### src/rtl/g2b_serial_ctrl.sv
// Bit-serial Gray-to-binary converter. A single XOR stage walks the captured
// word MSB first, one bit per clock, behind valid/ready handshakes on both sides.
module g2b_serial_ctrl #(
    parameter int N = 10
) (
    input  logic         clk,
    input  logic         rst,
    input  logic         in_valid,
    output logic         in_ready,
    input  logic [N-1:0] g,
    output logic         out_valid,
    input  logic         out_ready,
    output logic [N-1:0] b,
    output logic         busy
);
    localparam int CW = (N > 1) ? $clog2(N) : 1;

    typedef enum logic [1:0] {IDLE, CONV, HOLD} state_t;

    state_t        state, state_nxt;
    logic [N-1:0]  greg;
    logic [CW-1:0] cnt;
    logic          acc;
    logic          t;

    assign t = acc ^ greg[cnt];

    always_ff @(posedge clk) begin
        if (rst) state <= IDLE;
        else     state <= state_nxt;
    end

    always_comb begin
        state_nxt = state;
        case (state)
            IDLE:    if (in_valid)         state_nxt = CONV;
            CONV:    if (cnt == '0)        state_nxt = HOLD;
            HOLD:    if (out_ready)        state_nxt = IDLE;
            default:                       state_nxt = IDLE;
        endcase
    end

    // Handshake flags decode state alone, so no input reaches an output combinationally.
    always_comb begin
        in_ready  = (state == IDLE);
        out_valid = (state == HOLD);
        busy      = (state != IDLE);
    end

    always_ff @(posedge clk) begin
        if (rst) begin
            greg <= '0;
            cnt  <= '0;
            acc  <= 1'b0;
            b    <= '0;
        end else begin
            case (state)
                IDLE: if (in_valid) begin
                    greg <= g;
                    cnt  <= CW'(N - 1);
                    acc  <= 1'b0;
                    b    <= '0;
                end
                CONV: begin
                    acc    <= t;
                    b[cnt] <= t;
                    if (cnt != '0) cnt <= cnt - 1'b1;
                end
                default: ;
            endcase
        end
    end
endmodule

### config.mk
export PLATFORM = sky130hd
export DESIGN_NAME = g2b_serial_ctrl
export DESIGN_NICKNAME = d
export VERILOG_FILES = /design/src/rtl/g2b_serial_ctrl.sv
export SDC_FILE = /design/constraint.sdc
export NUM_CORES = 1
export LEC_CHECK = 0
export BUFFER_PORTS_ARGS = -buffer_cell sky130_fd_sc_hd__buf_2
export CAP_MARGIN = 20
export CORE_MARGIN = 2
export CORE_UTILIZATION = 40
export DETAILED_ROUTE_END_ITERATION = 8
export PLACE_DENSITY = 0.65
export SYNTH_ARGS = -nofsm -noshare
export SYNTH_HDL_FRONTEND = slang
export SYNTH_SLANG_ARGS = --single-unit
### constraint.sdc
create_clock -name clk -period 2.52 [get_ports clk]
set_input_delay 0.63 -clock clk [delete_from_list [all_inputs] [get_ports clk]]
set_output_delay 0.63 -clock clk [all_outputs]
set_load 0.01 [all_outputs]
# --- After elaboration in Yosys (flattened, before gate mapping) ---
# Cells that the tools add are included.
# W data, S select, Z words.
word_totals:
  register_bits: 27
  wordCells: 41
  out_inout_bits: 13
  mem_bits_ro: 0
  latchBits: 0
  mem_bits_rw: 0
  input_bits: 14
  n_memories: 0
classes:
  n_eq_ne: 6
  div: 0
  mul: 0
  bitwise_logic: 1
  mux: 16
  n_reduce_logical: 10
  shift: 0
  n_lt_le_gt_ge: 2
  addsub: 1
op_table:
  columns: ["cell", "n"]
  rows:
  - ["$pmux W10 S2", 1]
  - ["$bwmux W10", 1]
  - ["$mux W10", 1]
  - ["$mux W4", 2]
  - ["$pmux W4 S2", 1]
  - ["$mux W2", 3]
  - ["$ne A2 B2 Y1 const B", 3]
  - ["$pmux W2 S3", 1]
  - ["$reduce_and A3 Y1", 2]
  - ["$lt A4 B5 Y1 const B", 1]
  - ["$bmux W1 S4", 1]
  - ["$demux W1 S4", 1]
  - ["$ge A4 B1 Y1 const B", 1]
  - ["$logic_not A4 Y1", 1]
  - ["$reduce_and A2 Y1", 2]
  - ["$reduce_bool A2 Y1", 2]
  - ["$reduce_bool A4 Y1", 1]
  - ["$sub A4 B1 Y4 const B", 1]
  - ["$mux W1", 3]
  - ["$eq A2 B1 Y1 const B", 1]
  - ["$eq A2 B2 Y1 const B", 1]
  - ["$logic_not A2 Y1", 1]
  - ["$ne A2 B1 Y1 const B", 1]
  - ["$pmux W1 S2", 1]
  - ["other kinds (2)", 2]

# --- Longest topological paths before layout ---
# Gate-level depths: netlist (run 1).
depth:
  word_depth: 6
  mapped_depth: 6
  depth_no_buf: 6

# --- Worst setup path before layout (run 1) ---
# No wires, ideal clock.
synth_path:
  path_kind: "register to register"
  startpoint: "register cnt[1]"
  endpoint: "register b[4]"
  slack_ns: 0.675
  n_path_buf: 0
  path_stages_with_launch: 5
  setup_ns: 0.138
  t_arrival_ns: 1.706
  period_less_slack_ns: 1.845
  t_required_ns: 2.382
  path_cell_list: "dfxtp_1 > mux4_2 > mux2i_4 > mux2i_1 > mux2i_1"
synth_between:
  elab_chain_cells: 6
  word_cells_on_any_way: 10
  classes_between: "2 x order compare; 6 x mux; 1 x bitwise; 1 x reduce/logical"
synth_lines:
  columns: ["element", "line", "source"]
  rows:
  - ["from (decl)", "22", "logic [CW-1:0] cnt;"]
  - ["from (signal assigned)", "60", "cnt <= CW'(N - 1);"]
  - ["from (signal assigned)", "67", "if (cnt != '0) cnt <= cnt - 1'b1;"]
  - ["$lt A4 B5 Y1 (implied by the code) or $ge A4 B1 Y1 (tied branches)", "66", "b[cnt] <= t;"]
  - ["$logic_and A1 B1 Y1 (implied by the code)", "66", null]
  - ["$mux W1 (implied by the code)", "66", null]
  - ["$demux W1 S4", "66", null]
  - ["$bwmux W10 (*)", "66", null]
  - ["$pmux W10 S2 (*)", "57", "case (state)"]
  - ["to (signal, indexed assignment)", "66", null]
  - ["to (decl)", "13", "output logic [N-1:0] b,"]
# Mark *: on every way between the ends. The rest lies on a longest branch, timed or not. The select of a mux whose other input is x is not followed.
# A chain may end at the register's enable or synchronous reset.

# --- Final worst setup path (run 1) ---
layout_path:
  startpoint: "register cnt[2]"
  endpoint: "register b[6]"
# The elaborated chain is that of the path after synthesis.

==> impl_metrics.json, run 1 <==
{
  "start_util_pct": 42.8,
  "hold_viol": 0,
  "ir_worst_vdd_mv": 0.363,
  "crit_fanout": 10,
  "cp-start-kind": "flip-flop",
  "required_ps": 2720,
  "fmax_ghz": 0.447,
  "final_common_cell": "nand2_1",
  "ys_types": 32,
  "async_flop_share_pct": 0,
  "powerDensity_mw_per_mm2": 572,
  "syn_nets": 173,
  "syn_area_per_cell_um2": 8.62,
  "use_met2_pct": 27.7,
  "synth_area_mm2": 0.00133,
  "grtUsageMet1_pct": 21.5,
  "critPathCaptureType": "flip-flop",
  "setup_ws_ps": 284,
  "place_ws_ps": 301,
  "critPathTopFamily": "multiplexers",
  "hold_ws_ps": 463,
  "fin_nets": 198,
  "regArea_um2": 541,
  "hp-start": "b[1]",
  "n_antenna_cell": 0,
  "cts_tree": "yes",
  "critPathKind": "flip-flop to flip-flop",
  "ys_ff_latch": 27,
  "cts_made_buffers": 3,
  "finalSetupViolCount": 0,
  "cts.clk_slew.worst_paths_ps": 140,
  "dp_hpwl_um": 2080,
  "clkLatencyLatePin_ps": 320,
  "die_area_mm2": 0.00380,
  "first_pass_iters": 4,
  "port_buffers": 26,
  "vias": 1135,
  "drive_gt1_share_pct": 22.5,
  "drc": 0,
  "grt_first_pass_wirelength_um": 4640,
  "grt_usage_pct": 16.3,
  "worstRegToRegCells": 4,
  "syn_inst": 154,
  "yosys_warnings": 0,
  "cp.arrival_ps": 2430,
  "r2r-start": "cnt[2]",
  "multi_input_area_um2": 737,
  "wl_per_cell_um": 12.5,
  "crit_top_cell": "mux2i_1",
  "first_iter_violations": 29,
  "grtUsageMet3_pct": 3.78,
  "hold_buffers": 0,
  "relSlewSlack_pct": 49.3,
  "num_io_pins": 27,
  "core_mm2": 0.00310,
  "busiest_layer": "met2",
  "clock_sinks": 27,
  "antenna_found_initial": 0,
  "max_cap_viol_count": 0,
  "gp_congestion": 0.822,
  "path_buf_inv": 0,
  "num_rows": 20,
  "worstMarginPinSlew_ps": 749,
  "htree_levels": 1,
  "status": "finished clean",
  "r2r_end": "b[6]",
  "root_buffer": "clkbuf_4",
  "grt_start_max_net_pins": 24,
  "postRouteAntennaNets": 0,
  "crit_chain": "mux4_2 -> mux2i_4 -> mux2i_1 -> mux2i_1",
  "clockBufferDepth": 2,
  "totalPowerFinal_w": 0.000865,
  "period_needed_ps": 2240,
  "synth_ff_type": "dfxtp_1",
  "worst-r2r-setup-slack_ps": 280,
  "post-route-period-util_pct": 88.7,
  "skew_ps": 10.7,
  "viasPerCell": 5.11,
  "grt_pass1_vias": 1035,
  "ys_seq_area_share_pct": 40.7,
  "finalMaxSlewViolations": 0,
  "fill_cells": 315,
  "overflow": 0,
  "synthToLayoutAreaGrowth_pct": 13.9,
  "min_path_cells": 2,
  "cp_slowest_cell": "mux4_2",
  "postCtsSetupBuffers": 0,
  "fin_setup_tns_ps": 0,
  "fp.dieH_um": 61.6,
  "utilization_pct": 48.7,
  "synth-edff-count": 0,
  "fp.dieW_um": 61.6,
  "layout_common_cells": "nand2_1, dfxtp_1, buf_2, a21oi_1, nand3_1",
  "critPathMaxStageDelay_ps": 600,
  "leakagePower_nw": 0.627,
  "rsz0062_at_grt": "false",
  "hold_end": "b[1]",
  "finalWirelength_um": 2770,
  "cts_resized": 0,
  "min_path_type": "flip-flop to flip-flop"
}
[sequential cells by signal, summed over array words and instances (netlist names)]
signal	cells
cnt	4
greg	10
acc	1
b	10
state	2
[worst register-to-register path, delay by kind of cell, from the launching register on]
kind	cells	cell delay, ps
DFF	1	580
muxes	4	1530
[Yosys cell counts, drive strengths merged (2+ instances only)]
cell type / count / area share [%]
clkbuf: 5 / 1.4
or3b: 3 / 2.0
dfxtp: 27 / 41
inv: 4 / 1.1
mux2: 2 / 1.7
nand3: 8 / 3.0
o21ai: 3 / 1.1
nor3: 6 / 2.3
nor2b: 2 / 0.94
nand2b: 2 / 0.94
ha: 5 / 4.7
a211oi: 2 / 1.1
mux2i: 7 / 6.2
nand2: 37 / 10
a21oi: 15 / 5.7
buf: 2 / 1.2
nor2: 5 / 1.4
nor3b: 4 / 2.3
mux4: 2 / 3.4
o21bai: 2 / 1.1
xor2: 2 / 1.3
[power by group]
part / switching (W) / total [W] / internal (W) / leakage (nW)
clock network: 0.000122 / 0.000184 / 0.0000620 / 0.0150
logic: 0.000110 / 0.000195 / 0.0000845 / 0.392
registers: 0.0000325 / 0.000486 / 0.000453 / 0.220
total: 0.000265 / 0.000865 / 0.000600 / 0.627
[layout make-up]
cell class	count	share of cell area [%]
multi-input combinational	116	48.8
sequential	27	35.8
timing repair buffer	27	9.11
tap	44	3.64
clock buffer	4	1.74
inverter	4	0.993
[metal layers]
layer  wire, µm  vias up  share of wire, %
met3        130        2               4.7
met4          8        0              0.29
met5          0        -                 0
met2       1340       28                49
li1           -      581                 -
met1       1290      524                46
[through the flow]
step / instance area [µm²] / instances
after floorplan: 1330 / 154
after global placement: 1490 / 218
after detailed placement: 1490 / 218
after CTS: 1510 / 222
after global routing: 1510 / 222
final: 1510 / 222
[logic make-up after synthesis]
family,synth area share [%]
AOI/OAI and AO/OA,12.1
adders and majority gates,4.71
DFF,40.7
and+or+nand+nor,26.1
buffers and inverters,3.77
xor gates and xnor gates,1.32
muxes,11.3
[worst max path at each step]
stage / to / slack (ps) / start / cells after the start
2_1_floorplan: b[4] / 680 / cnt[1] / 4
3_3_place_gp: b[5] / 490 / cnt[2] / 4
3_5_place_dp: b[6] / 300 / cnt[2] / 4
4_1_cts: b[6] / 260 / cnt[2] / 4
5_1_grt: b[6] / 70 / cnt[2] / 4
6_report: b[6] / 280 / cnt[2] / 4
No activity file was read; power rests on OpenSTA's default activity.
==> inputs of run 2 (changes only) <==
==> constraint.sdc (replaced) <==
create_clock -name clk -period 2.52 [get_ports clk]
set_input_delay 0 -clock clk [delete_from_list [all_inputs] [get_ports clk]]
set_output_delay 0 -clock clk [all_outputs]
set_load 0.01 [all_outputs]
==> impl_metrics.json, run 2 (synthesized netlist as in run 1, its figures left out) <==
{
  "relSlewSlack_pct": 54.4,
  "required_ps": 2730,
  "place_ws_ps": 363,
  "n_antenna_cell": 0,
  "ir_worst_vdd_mv": 0.225,
  "multi_input_area_um2": 737,
  "dp_hpwl_um": 2090,
  "finalMaxSlewViolations": 0,
  "critPathKind": "flip-flop to flip-flop",
  "gp_congestion": 0.859,
  "grt_pass1_vias": 1120,
  "cp.arrival_ps": 2360,
  "cts.clk_slew.worst_paths_ps": 140,
  "synthToLayoutAreaGrowth_pct": 22.7,
  "grt_first_pass_wirelength_um": 4830,
  "wl_per_cell_um": 11.8,
  "hp-start": "rst",
  "worstMarginPinSlew_ps": 674,
  "first_iter_violations": 37,
  "cp-start-kind": "flip-flop",
  "root_buffer": "clkbuf_4",
  "drc": 0,
  "clock_sinks": 27,
  "largest_registers": "b: 10 flops, greg: 10 flops, cnt: 4 flops",
  "leakagePower_nw": 0.678,
  "status": "finished clean",
  "cts_tree": "yes",
  "clkLatencyLatePin_ps": 330,
  "power.internal_w": 0.000614,
  "viasPerCell": 4.89,
  "drive_gt1_share_pct": 21.6,
  "powerDensity_mw_per_mm2": 539,
  "clockPowerShare_pct": 21.1,
  "max_cap_viol_count": 0,
  "fin_setup_tns_ps": 0,
  "grt_start_max_net_pins": 24,
  "r2r-start": "cnt[2]",
  "finalWirelength_um": 2770,
  "rsz0062_at_grt": "false",
  "crit_fanout": 10,
  "core_mm2": 0.00310,
  "instances_no_fill": 234,
  "min_path_type": "primary input to flip-flop",
  "fp.dieH_um": 61.6,
  "cts_made_buffers": 3,
  "pwr-share-seq_pct": 54.7,
  "num_rows": 20,
  "worst-r2r-setup-slack_ps": 370,
  "min_path_cells": 2,
  "overflow": 0,
  "setup_ws_ps": 370,
  "regArea_um2": 541,
  "dp.cells": 219,
  "final_common_cell": "nand2_1",
  "die_area_mm2": 0.00380,
  "critPathCaptureType": "flip-flop",
  "fill_cells": 319,
  "finalSetupViolCount": 0,
  "htree_levels": 1,
  "clockBufferDepth": 2,
  "start_util_pct": 42.8,
  "num_io_pins": 27,
  "postRouteAntennaNets": 0,
  "hold_viol": 0,
  "layout_common_cells": "nand2_1, dfxtp_1, buf_2, a21oi_1, dlygate4sd3_1",
  "post-route-period-util_pct": 85.3,
  "hold_end": "cnt[1]",
  "power_frac_comb_pct": 24.3,
  "skew_ps": 5.68,
  "fmax_ghz": 0.465,
  "fin_nets": 210,
  "worstRegToRegCells": 4,
  "first_pass_iters": 4,
  "utilization_pct": 52.5,
  "period_needed_ps": 2150,
  "antenna_found_initial": 0,
  "p_sw_w": 0.000265,
  "p_sw_share_pct": 30.2,
  "vias": 1144,
  "port_buffers": 26,
  "r2r_end": "b[7]",
  "grt_usage_pct": 17.0,
  "totalPowerFinal_w": 0.000879,
  "fp.dieW_um": 61.6
}
==> run 2: cell count changes in the layout (fill, tap and decap cells not counted) <==
cell and change:
dlygate4sd3_1 +11, buf_4 +1
==> run 2: metrics by stage <==
step / cell area, µm² / hold slack (ps)
6_report: 1630 / 80.7
5_1_grt: 1630 / 83.7
4_1_cts: 1630 / 85.5
3_5_place_dp: 1490 / 245
3_3_place_gp: 1490 / 241
2_1_floorplan: 1330 / 136
==> run 2: layout make-up <==
type	count	area share, %
Clock buffer	4	1.61
Multi-Input combinational cell	116	45.2
Timing Repair Buffer	39	15.7
Tap cell	44	3.38
Inverter	4	0.922
Sequential cell	27	33.2
==> run 2: metal layers <==
| metal | part of all wire (%) | wire length (µm) | vias to the layer above | GRT usage [%] |
|---|---|---|---|---|
| met2 | 50 | 1390 | 23 | 31.4 |
| met5 | 0 | 0 | - | 0 |
| met1 | 45 | 1250 | 512 | 20.0 |
| met3 | 3.5 | 98 | 4 | 3.15 |
| met4 | 1.0 | 29 | 0 | 4.56 |
| li1 | - | - | 605 | - |
==> run 2: how the worst max path moves through the flow <==
stage | startpoint | endpoint | slack (ps) | cells past startpoint
2_1_floorplan | cnt[1] | b[4] | 680 | 4
3_3_place_gp | cnt[2] | b[6] | 510 | 4
3_5_place_dp | cnt[2] | b[7] | 360 | 4
4_1_cts | cnt[2] | b[7] | 370 | 4
5_1_grt | cnt[2] | b[7] | 140 | 4
6_report | cnt[2] | b[7] | 370 | 4
==> run 2: repair_timing <==
action                                  CTS  global route
endpoints found under the hold margin    11             0
buffers inserted                          0             0
hold buffers                             11             0
gates resized for setup                   0             0
endpoints found under the setup margin    0             0
==> run 2: power by group through the flow <==
stage               combinational, W  sequential (W)  clock, W
finish                      0.000213        0.000480  0.000185
global route                0.000241        0.000486  0.000210
CTS                         0.000216        0.000480  0.000192
detailed placement          0.000202        0.000490         0
global placement            0.000200        0.000489         0
floorplan                   0.000154        0.000482         0
==> run 2: critical path, stage by stage, from the launching register on <==
cell and delay (ps):
dfxtp_1 560, mux4_2 590, mux2i_4 220, mux2i_1 510
mux2i_1 150
